$ cat src/rtl/mem_port_arbiter.sv
// rtl/mem_port_arbiter.sv - fetch/data arbiter for a single-port unified memory
// Data has priority; fetch is forced through after STARVE_LIMIT lost contended cycles.
module mem_port_arbiter #(
    parameter int ADDR_W       = 32,
    parameter int MEM_LATENCY  = 1,
    parameter int STARVE_LIMIT = 4
) (
    input  logic              clk,
    input  logic              rst,
    input  logic              if_req,
    input  logic [ADDR_W-1:0] if_addr,
    output logic              if_gnt,
    output logic              if_rvalid,
    output logic [31:0]       if_rdata,
    input  logic              d_req,
    input  logic              d_we,
    input  logic [3:0]        d_be,
    input  logic [ADDR_W-1:0] d_addr,
    input  logic [31:0]       d_wdata,
    output logic              d_gnt,
    output logic              d_rvalid,
    output logic [31:0]       d_rdata,
    output logic              mem_en,
    output logic              mem_we,
    output logic [3:0]        mem_be,
    output logic [ADDR_W-1:0] mem_addr,
    output logic [31:0]       mem_wdata,
    input  logic [31:0]       mem_rdata
);

    localparam logic [3:0] LIMIT = 4'(STARVE_LIMIT);

    logic [3:0]             starve_cnt;
    logic                   contended;
    logic                   d_win;
    logic                   resp_valid;
    logic [MEM_LATENCY-1:0] pipe_valid;
    logic [MEM_LATENCY-1:0] pipe_owner;

    always_comb begin
        contended = if_req && d_req;
        d_win     = d_req && (!if_req || (starve_cnt < LIMIT));
        // Gating with rst keeps every output at zero while reset is held.
        d_gnt     = rst && d_win;
        if_gnt    = rst && if_req && !d_win;
        mem_en    = if_gnt || d_gnt;
        mem_we    = 1'b0;
        mem_be    = 4'h0;
        mem_addr  = '0;
        mem_wdata = 32'h0;
        if (d_gnt) begin
            mem_we    = d_we;
            mem_be    = d_we ? d_be : 4'hF;
            mem_addr  = d_addr;
            mem_wdata = d_wdata;
        end else if (if_gnt) begin
            mem_be    = 4'hF;
            mem_addr  = if_addr;
        end
    end

    always_ff @(posedge clk or negedge rst) begin
        if (!rst) begin
            starve_cnt <= 4'h0;
        end else if (if_gnt || !if_req) begin
            starve_cnt <= 4'h0;
        end else if (contended && d_gnt && (starve_cnt < LIMIT)) begin
            starve_cnt <= starve_cnt + 4'h1;
        end
    end

    // Owner pipeline is latency-matched to the memory; stores enter as bubbles.
    always_ff @(posedge clk or negedge rst) begin
        if (!rst) begin
            pipe_valid <= '0;
            pipe_owner <= '0;
        end else begin
            pipe_valid[0] <= mem_en && !mem_we;
            pipe_owner[0] <= d_gnt;
            for (int i = 1; i < MEM_LATENCY; i++) begin
                pipe_valid[i] <= pipe_valid[i-1];
                pipe_owner[i] <= pipe_owner[i-1];
            end
        end
    end

    always_comb begin
        resp_valid = rst && pipe_valid[MEM_LATENCY-1];
        if_rvalid  = resp_valid && !pipe_owner[MEM_LATENCY-1];
        d_rvalid   = resp_valid && pipe_owner[MEM_LATENCY-1];
        if_rdata   = if_rvalid ? mem_rdata : 32'h0;
        d_rdata    = d_rvalid ? mem_rdata : 32'h0;
    end

endmodule

$ cat config.mk
export PLATFORM = sky130hd
export DESIGN_NAME = mem_port_arbiter
export DESIGN_NICKNAME = d
export VERILOG_FILES = /design/src/rtl/mem_port_arbiter.sv
export SDC_FILE = /design/constraint.sdc
export NUM_CORES = 1
export LEC_CHECK = 0
export CORE_AREA = 2 2 106 108
export DETAILED_ROUTE_END_ITERATION = 8
export DIE_AREA = 0 0 108 110
export PLACE_DENSITY = 0.57
export SYNTH_ARGS = -nofsm -noshare
export SYNTH_HDL_FRONTEND = slang
export SYNTH_SLANG_ARGS = --single-unit
$ cat constraint.sdc
create_clock -name clk -period 1.6 [get_ports clk]
set_clock_uncertainty 0.2 [all_clocks]
set_input_delay 0.4 -clock clk [delete_from_list [all_inputs] [get_ports clk]]
set_output_delay 0.4 -clock clk [all_outputs]
set_load 0.01 [all_outputs]
==> impl_metrics.csv, run 1 <==
group,metric,value,unit
outcome,status,"complete, but fails checks",
outcome,violations,"negative setup slack",
global_route,busiest_layer,"met2",
power,intPower,0.001028,W
logic_synthesis,yosysUniqueCellTypes,19,
detailed_routing,drc,0,
layout,syn2layout_area_growth,274.9,%
clock_tree,clk_path_buf_depth,2,
timing,fin_crit_sh,135.4,%
setup_path,cpLargestDelayFamily,"flip-flops",
detailed_routing,vias_per_cell,4.074,
logic_synthesis,syn_inst,175,
layout,drive_gt1_share,60.04,%
layout,layout_commonest_cell,"clkdlybuf4s50_1",
place,hpwl,7123,um
floorplan,initial_core_util,12.42,%
setup_path,arrival,1570,ps
logic_synthesis,synth_area,0.001329,sq mm
logic_synthesis,yosysWarnings,0,
setup_path,cp.required,1000,ps
detailed_routing,wl,9934,um
global_route,grt_start_max_net_pins,18,
timing,finalHoldViolations,0,
worst_hold_path,hp-start,"starve_cnt[1]",
power,power_leakage,2.389,nW
clock_tree,cts-root-buf,"clkbuf_8",
setup_path,critPathMaxFanout,10,
layout,final_cell_mix,"132 x clkdlybuf4s50_1, 100 x buf_6, 93 x and2_4",
detailed_routing,vias,2538,
power,pwr_density_cell,289.8,mW/mm^2
setup_path,rr_startpoint,"starve_cnt[2]",
flow_run,maxCapViolations,0,
setup_path,max_stage_delay,410,ps
detailed_routing,detail-route-antenna-nets,0,
setup_path,cp_cell_sequence,"o21ai_1 > and3_4 > buf_6 > buf_16 > a22o_1 > buf_6",
setup_path,crit_type,"flip-flop to output port",
global_route,grt_use_met3,4.821,%
clock_tree,cts_sinks,6,
power,comb_power_share,72.9,%
floorplan,core_area,0.01070,sq mm
layout,finalInstanceArea,0.004981,sq mm
detailed_routing,drtIter0Drc,99,
detailed_routing,wire_per_inst,15.95,um
floorplan,ios,275,
logic_synthesis,ys_seq_elements,6,
global_route,grt_usage,14.49,%
power,ir_drop,0.1436,mV
detailed_routing,firstDrtPassIters,2,
layout,diodes,0,
place,place_area,0.004387,sq mm
timing,tns,-63350,ps
clock_tree,clkTransAtPathRegs,40,ps
clock_tree,numCtsBuffers,3,
setup_path,worst_path_most_repeated_cell,"buf_6",
layout,n_fill_cell,1060,
place,place_congestion,0.7119,
timing,drv_slew,0,
setup_path,slowest_stage,"dfrtp_1",
logic_synthesis,ys_seq_area_share,11.30,%
global_route,antenna_found_initial,1,
global_route,met2_usage,30.95,%
timing,worstMarginPinSlew,247.5,ps
floorplan,rows,38,
global_route,grt.overflow.total,0,
logic_synthesis,syn-num-nets,313,
power,seq_power_share,11.2,%
power,power,0.001443,W
timing,relSlewSlack,83.44,%
timing,setup_viol,137,
worst_hold_path,hold_path_class,"flip-flop to flip-flop",
timing,fmax,461.8,MHz
logic_synthesis,synth_area_per_cell,7.593,sq um
timing,hold_ws,311.2,ps
setup_path,cp-start-kind,"flip-flop",
floorplan,die-area,0.01188,sq mm
setup_path,critical_path_depth,6,
layout,nets,623,
timing,min_period,2166,ps
global_route,grt_pass1_vias,2607,
layout,utilization,46.56,%
setup_path,startpoint,"starve_cnt[2]",
floorplan,die_w,108,um
clock_tree,htreeDepth,1,
power,switching_share,28.82,%
timing,rsz0062_at_grt,"true",
global_route,gr-usage-met1,13.48,%
worst_hold_path,hold-path-cell-count,1,
clock_tree,cts_tree,"built",
floorplan,die_h,110,um
setup_path,worst-path-buf-inv,3,
timing,fin_ws,-565.6,ps
setup_path,crit_path_end_kind,"output port",
setup_path,r2r_cells,5,
place,io_buffer_count,274,
global_route,grt_pass1_wl,13510,um
power,power_switching,0.0004160,W
clock_tree,clkLatencyLatePin,230,ps
power,power_frac_clock,15.9,%
## metrics by stage
| stage | worst slack, ps | cells |
|---|---|---|
| finish | -565.6 | 623 |
| global route | -647.1 | 623 |
| global placement | -1197 | 586 |
| CTS | -668.0 | 626 |
| detailed placement | -1212 | 586 |
| floorplan | -145.1 | 175 |
## area by class of cell
type | instances | area [sq um] | share of cell area (%)
Sequential cell | 6 | 150.1 | 3.014
Multi-Input combinational cell | 152 | 1329 | 26.68
Timing Repair Buffer | 321 | 3282 | 65.89
Clock buffer | 3 | 41.29 | 0.8289
Inverter | 1 | 3.754 | 0.07536
Tap cell | 140 | 175.2 | 3.517
## sequential cells by signal, summed over array words and instances (netlist names)
signal,flops
starve_cnt,4
pipe_valid,1
pipe_owner,1
## worst paths after layout
check,endpoint,slack [ps]
min in group asynchronous,starve_cnt[1],520
min reg2reg,starve_cnt[1],310
max in group asynchronous,pipe_owner,520
max reg2reg,starve_cnt[1],170
min,starve_cnt[1],310
max,mem_addr[31],-570
## worst reg2reg max path, delay by kind of cell (launching register included)
kind,cells,cell delay (ps)
and+or+nand+nor,1,70
buffers and inverters,3,390
DFF,1,410
AOI/OAI and AO/OA,1,240
## power by group through the flow
| stage | sequential, W | combinational [W] | clock [W] |
|---|---|---|---|
| 3_3_place_gp | 0.000163 | 0.000920 | 0 |
| 4_1_cts | 0.000162 | 0.00104 | 0.000239 |
| 6_report | 0.000162 | 0.00105 | 0.000230 |
| 2_1_floorplan | 0.000162 | 0.000276 | 0 |
| 5_1_grt | 0.000162 | 0.00112 | 0.000243 |
| 3_5_place_dp | 0.000163 | 0.000926 | 0 |
## logic make-up (layout without fill, tap and decap cells)
| kind of cell | Yosys count | count (layout) | synth area share [%] |
|---|---|---|---|
| AO/OA/AOI/OAI | 43 | 43 | 27.40 |
| adder cells (fa/ha/maj) | 1 | 1 | 0.9415 |
| buffers and inverters | 17 | 325 | 9.134 |
| flip-flops | 6 | 6 | 11.30 |
| AND/OR/NAND/NOR | 108 | 108 | 51.22 |
## metal layers
| layer | vias to the layer above | share of wire, % |
|---|---|---|
| met4 | 2 | 0.93 |
| met3 | 10 | 11 |
| li1 | 1219 | - |
| met2 | 165 | 56 |
| met1 | 1142 | 31 |
| met5 | - | 0.13 |
## what timing repair did
item                                    CTS  global route
endpoints found under the setup margin  139           138
endpoints found under the hold margin     6             0
setup buffers                            26             6
gates resized for setup                 664           108
cloned                                   10             2
pin swaps                                27            43
hold buffers                              2             0
## synthesized netlist by cell type, drive strengths merged
library cell | n | area [sq um]
a21boi | 1 | 7.510
a22o | 33 | 289.0
a32o | 2 | 20.02
and2 | 99 | 619.3
and3 | 2 | 17.52
buf | 11 | 98.85
clkbuf | 5 | 18.77
dfrtp | 6 | 150.1
ha | 1 | 12.51
inv | 1 | 3.750
nand2 | 2 | 7.510
nor2 | 4 | 17.52
nor3b | 1 | 18.77
o21a | 5 | 37.54
o21ai | 2 | 10.00
Note: power is estimated with default switching activity, not from simulation.
==> run 2, diff against run 1 <==
CTS_BUF_LIST = sky130_fd_sc_hd__clkbuf_2   (was unset)
==> impl_metrics.csv, run 2 (synthesized netlist as in run 1, its figures left out) <==
group,metric,value,unit
detailed_routing,vias,2621,
timing,finalHoldViolations,0,
layout,layout_commonest_cell,"buf_6",
detailed_routing,vias_per_cell,4.102,
clock_tree,numCtsBuffers,3,
detailed_routing,wl,10050,um
clock_tree,cts-root-buf,"clkbuf_2",
timing,drv_slew,0,
clock_tree,cts_tree,"built",
layout,layout.area.seq,150.1,sq um
place,place_area,0.004387,sq mm
global_route,antenna_found_initial,1,
power,comb_power_share,81.0,%
power,power_switching,0.0004167,W
layout,multi_input_area,0.001343,sq mm
setup_path,crit_type,"flip-flop to output port",
setup_path,r2r_cells,6,
layout,reg_top3,"starve_cnt: 4 flops, pipe_owner: 1 flops, pipe_valid: 1 flops",
setup_path,max_stage_delay,430,ps
layout,final_cell_mix,"137 x buf_6, 133 x clkdlybuf4s50_1, 97 x and2_4",
flow_run,maxCapViolations,0,
worst_hold_path,hp-start,"starve_cnt[1]",
global_route,grt_usage,13.99,%
timing,tns,-60790,ps
detailed_routing,detail-route-antenna-nets,0,
layout,top_register,"starve_cnt",
power,switching_share,29.81,%
clock_tree,htreeDepth,1,
timing,setup_viol,138,
clock_tree,clkTransAtPathRegs,60,ps
timing,min_period,2259,ps
power,intPower,0.0009808,W
timing,fin_crit_sh,141.2,%
setup_path,slowest_stage,"dfrtp_1",
global_route,grt_pass1_wl,13190,um
power,power_leakage,2.523,nW
global_route,grt_start_max_net_pins,18,
global_route,grt.overflow.total,0,
worst_hold_path,hold_path_class,"flip-flop to flip-flop",
worst_hold_path,hold-path-cell-count,1,
floorplan,ios,275,
layout,drive_gt1_share,62.32,%
timing,fmax,442.7,MHz
layout,final_cells,639,
outcome,status,"complete, but fails checks",
place,place_congestion,0.7119,
floorplan,die-area,0.01188,sq mm
timing,worstMarginPinSlew,254.2,ps
global_route,grt_pass1_vias,2555,
setup_path,startpoint,"starve_cnt[2]",
setup_path,crit_path_end_kind,"output port",
detailed_routing,drtIter0Drc,65,
layout,utilization,49.74,%
outcome,violations,"negative setup slack",
setup_path,rr_startpoint,"starve_cnt[2]",
setup_path,cp_cell_sequence,"nor3b_4 > buf_6 > nor2_4 > buf_6 > buf_16 > a22o_1 > buf_6",
power,power_frac_clock,7.4,%
layout,finalInstanceArea,0.005321,sq mm
power,seq_power_share,11.5,%
setup_path,cp-start-kind,"flip-flop",
clock_tree,cts_sinks,6,
layout,largest_reg_flops,4,
setup_path,worst_path_most_repeated_cell,"buf_6",
setup_path,r2r_setup_slack,50,ps
layout,n_fill_cell,1008,
setup_path,arrival,1660,ps
clock_tree,clk_path_buf_depth,2,
floorplan,die_h,110,um
detailed_routing,firstDrtPassIters,6,
timing,fin_ws,-659.1,ps
clock_tree,clkLatencyLatePin,220,ps
layout,diodes,0,
power,power,0.001398,W
floorplan,rows,38,
detailed_routing,drc,0,
setup_path,critPathMaxFanout,8,
floorplan,die_w,108,um
floorplan,initial_core_util,12.42,%
floorplan,core_area,0.01070,sq mm
setup_path,cp.required,1000,ps
layout,syn2layout_area_growth,300.5,%
layout,nets,639,
place,hpwl,7123,um
timing,relSlewSlack,82.99,%
power,ir_drop,0.1603,mV
place,dp_cells,586,
timing,rsz0062_at_grt,"true",
power,pwr_density_cell,262.6,mW/mm^2
detailed_routing,wire_per_inst,15.72,um
place,io_buffer_count,274,
-- run 2: cell count changes in the layout (fill, tap and decap cells not counted), moves of 2 or more --
cell / delta
buf_4: -5
buf_2: -20
buf_12: -3
clkbuf_8: -3
and2_1: -4
buf_6: +37
clkdlybuf4s15_2: -2
buf_8: +3
clkbuf_16: +4
and2_4: +4
clkbuf_2: +5
-- run 2: final cells by class --
cell class	instances	share of cell area [%]
clock buffers	3	0.2822
inverters	1	0.07054
multi-input cells	152	25.23
flip-flops and latches	6	2.822
well taps	140	3.292
repair buffers	337	68.30
-- run 2: power groups by stage --
| stage | Sequential (W) | Clock, W | Combinational (W) |
|---|---|---|---|
| final | 0.000161 | 0.000104 | 0.00113 |
| after floorplan | 0.000162 | 0 | 0.000276 |
| after CTS | 0.000161 | 0.000108 | 0.00101 |
| after detailed placement | 0.000163 | 0 | 0.000926 |
| after global placement | 0.000163 | 0 | 0.000920 |
| after global routing | 0.000162 | 0.000122 | 0.00120 |
-- run 2: layer usage --
| layer | vias up | track usage, % | wire length (um) |
|---|---|---|---|
| met5 | - | 0 | 13 |
| met4 | 2 | 0.9158 | 8 |
| met3 | 4 | 4.997 | 1108 |
| met2 | 165 | 29.47 | 5745 |
| met1 | 1199 | 13.38 | 3170 |
| li1 | 1251 | - | - |
-- run 2: metrics by stage --
step           hold WS, ps  worst slack (ps)
2_1_floorplan       -95.59            -145.1
3_3_place_gp         285.6             -1197
3_5_place_dp         300.2             -1212
4_1_cts              313.9            -693.3
5_1_grt              362.3            -748.4
6_report             316.3            -659.1
-- run 2: worst max-delay path: cells and delay by family (launching register included) --
family | cells | cell delay, ps
compound gates | 1 | 220
buf+inv | 4 | 520
flops | 1 | 430
simple gates | 2 | 260
-- run 2: path summary, 6_finish.rpt --
kind	end
max	mem_addr[31]
max in group asynchronous	starve_cnt[2]
min in group asynchronous	starve_cnt[0]
min reg2reg	starve_cnt[1]
min	starve_cnt[1]
max reg2reg	pipe_valid
-- run 2: what timing repair did --
| action | 4_1_cts | 5_1_grt |
|---|---|---|
| setup buffers | 26 | 13 |
| hold buffers | 2 | 0 |
| endpoints found under the setup margin | 139 | 138 |
| cloned | 10 | 7 |
| pin swaps | 22 | 61 |
| hold endpoints to repair | 6 | 0 |
| resized for setup | 636 | 180 |
==> run 3, diff against run 2 <==
SETUP_SLACK_MARGIN = 0.02   (was unset)
==> impl_metrics.csv, run 3 (synthesized netlist as in run 1, its figures left out) <==
group,metric,value,unit
layout,diodes,0,
layout,finalInstanceArea,0.005149,sq mm
detailed_routing,wire_per_inst,15.87,um
global_route,grt_use_met3,2.646,%
clock_tree,cts-root-buf,"clkbuf_2",
setup_path,arrival,1580,ps
floorplan,ios,275,
layout,nets,634,
global_route,antenna_found_initial,0,
clock_tree,clkLatencyLatePin,230,ps
detailed_routing,wl,10060,um
clock_tree,clkTransAtPathRegs,70,ps
place,place_congestion,0.7472,
floorplan,die_w,108,um
global_route,grt_pass1_wl,13970,um
timing,finalHoldViolations,0,
outcome,violations,"negative setup slack",
setup_path,cp.required,1000,ps
layout,final_cell_mix,"133 x clkdlybuf4s50_1, 122 x buf_6, 92 x and2_4",
global_route,gr-usage-met1,17.76,%
floorplan,die_h,110,um
layout,drive_gt1_share,60.73,%
worst_hold_path,hold-path-cell-count,1,
setup_path,critPathMaxFanout,8,
setup_path,cp-start-kind,"flip-flop",
setup_path,crit_path_end_kind,"output port",
place,place_area,0.004394,sq mm
timing,worstMarginPinSlew,241.6,ps
detailed_routing,vias_per_cell,4.014,
flow_run,maxCapViolations,0,
detailed_routing,drc,0,
layout,reg_top3,"starve_cnt: 4 flops, pipe_owner: 1 flops, pipe_valid: 1 flops",
place,hpwl,7072,um
global_route,grt.overflow.total,0,
place,dp_cells,587,
timing,fin_ws,-577.0,ps
clock_tree,numCtsBuffers,3,
detailed_routing,drtIter0Drc,65,
timing,fin_crit_sh,136.1,%
layout,utilization,48.13,%
worst_hold_path,hold_path_class,"flip-flop to flip-flop",
global_route,grt_pass1_vias,2621,
global_route,met2_usage,27.58,%
power,power_leakage,2.456,nW
layout,final_cells,634,
timing,drv_slew,0,
clock_tree,cts_tree,"built",
layout,largest_reg_flops,4,
timing,min_period,2177,ps
power,ir_drop,0.1758,mV
timing,tns,-61980,ps
floorplan,die-area,0.01188,sq mm
clock_tree,htreeDepth,1,
timing,setup_viol,137,
timing,relSlewSlack,83.84,%
floorplan,rows,38,
detailed_routing,firstDrtPassIters,4,
setup_path,crit_type,"flip-flop to output port",
layout,n_fill_cell,1065,
floorplan,initial_core_util,12.42,%
timing,fmax,459.4,MHz
floorplan,core_area,0.01070,sq mm
detailed_routing,vias,2545,
outcome,status,"complete, but fails checks",
clock_tree,cts_sinks,6,
place,io_buffer_count,274,
global_route,busiest_layer,"met2",
global_route,grt_start_max_net_pins,18,
global_route,grt_usage,14.83,%
layout,layout_commonest_cell,"clkdlybuf4s50_1",
setup_path,r2r_cells,6,
power,power,0.001354,W
clock_tree,clk_path_buf_depth,2,
layout,syn2layout_area_growth,287.5,%
layout,top_register,"starve_cnt",
power,pwr_density_cell,263.0,mW/mm^2
timing,rsz0062_at_grt,"true",
detailed_routing,detail-route-antenna-nets,0,
## run 3: changes by cell type in the layout (fill, tap and decap cells not counted), sizes merged
cell    before  now
buf        194  191
clkbuf      11    9
## run 3: layout make-up
type	instances	area, sq um	share of cell area, %
inverters	1	3.754	0.07290
clock buffers	3	15.01	0.2916
repair buffers	332	3478	67.56
flip-flops and latches	6	150.1	2.916
multi-input cells	152	1326	25.76
well taps	140	175.2	3.402
## run 3: repair_timing
action	CTS	global route
pin swaps	50	17
hold endpoints to repair	6	0
endpoints found under the setup margin	139	139
gates resized for setup	689	90
buffers inserted	29	7
hold buffers	2	0
cloned	10	2
## run 3: report_power, final
group / switching (W) / internal [W] / total, W
Sequential: 0.00000385 / 0.000157 / 0.000161
Combinational: 0.000353 / 0.000731 / 0.00108
Clock: 0.0000589 / 0.0000509 / 0.000110
## run 3: worst max-delay path, cell delays in order, from the launching register on
cell and delay (ps):
dfrtp_1 420, nor3b_4 270, nor2_4 100, clkbuf_16 170, a22o_1 240, buf_2 150
## run 3: worst paths after layout
check,startpoint,to,slack [ps]
min,starve_cnt[1],starve_cnt[1],290
max reg2reg,starve_cnt[2],pipe_valid,50
min in group asynchronous,rst,pipe_valid,450
max in group asynchronous,rst,starve_cnt[3],490
max,starve_cnt[2],mem_addr[0],-580
min reg2reg,starve_cnt[1],starve_cnt[1],290
## run 3: stage by stage
stage               hold slack [ps]  worst slack (ps)
floorplan                    -95.59            -145.1
global placement              282.3             -1161
detailed placement            286.8             -1177
CTS                           301.1            -643.7
global route                  309.5            -661.4
finish                        293.1            -577.0
## run 3: per-layer routing
metal | routed length, um | vias up
li1 | - | 1243
met1 | 3792 | 1175
met2 | 5456 | 115
met3 | 686 | 12
met4 | 125 | 0
met5 | 0 | -
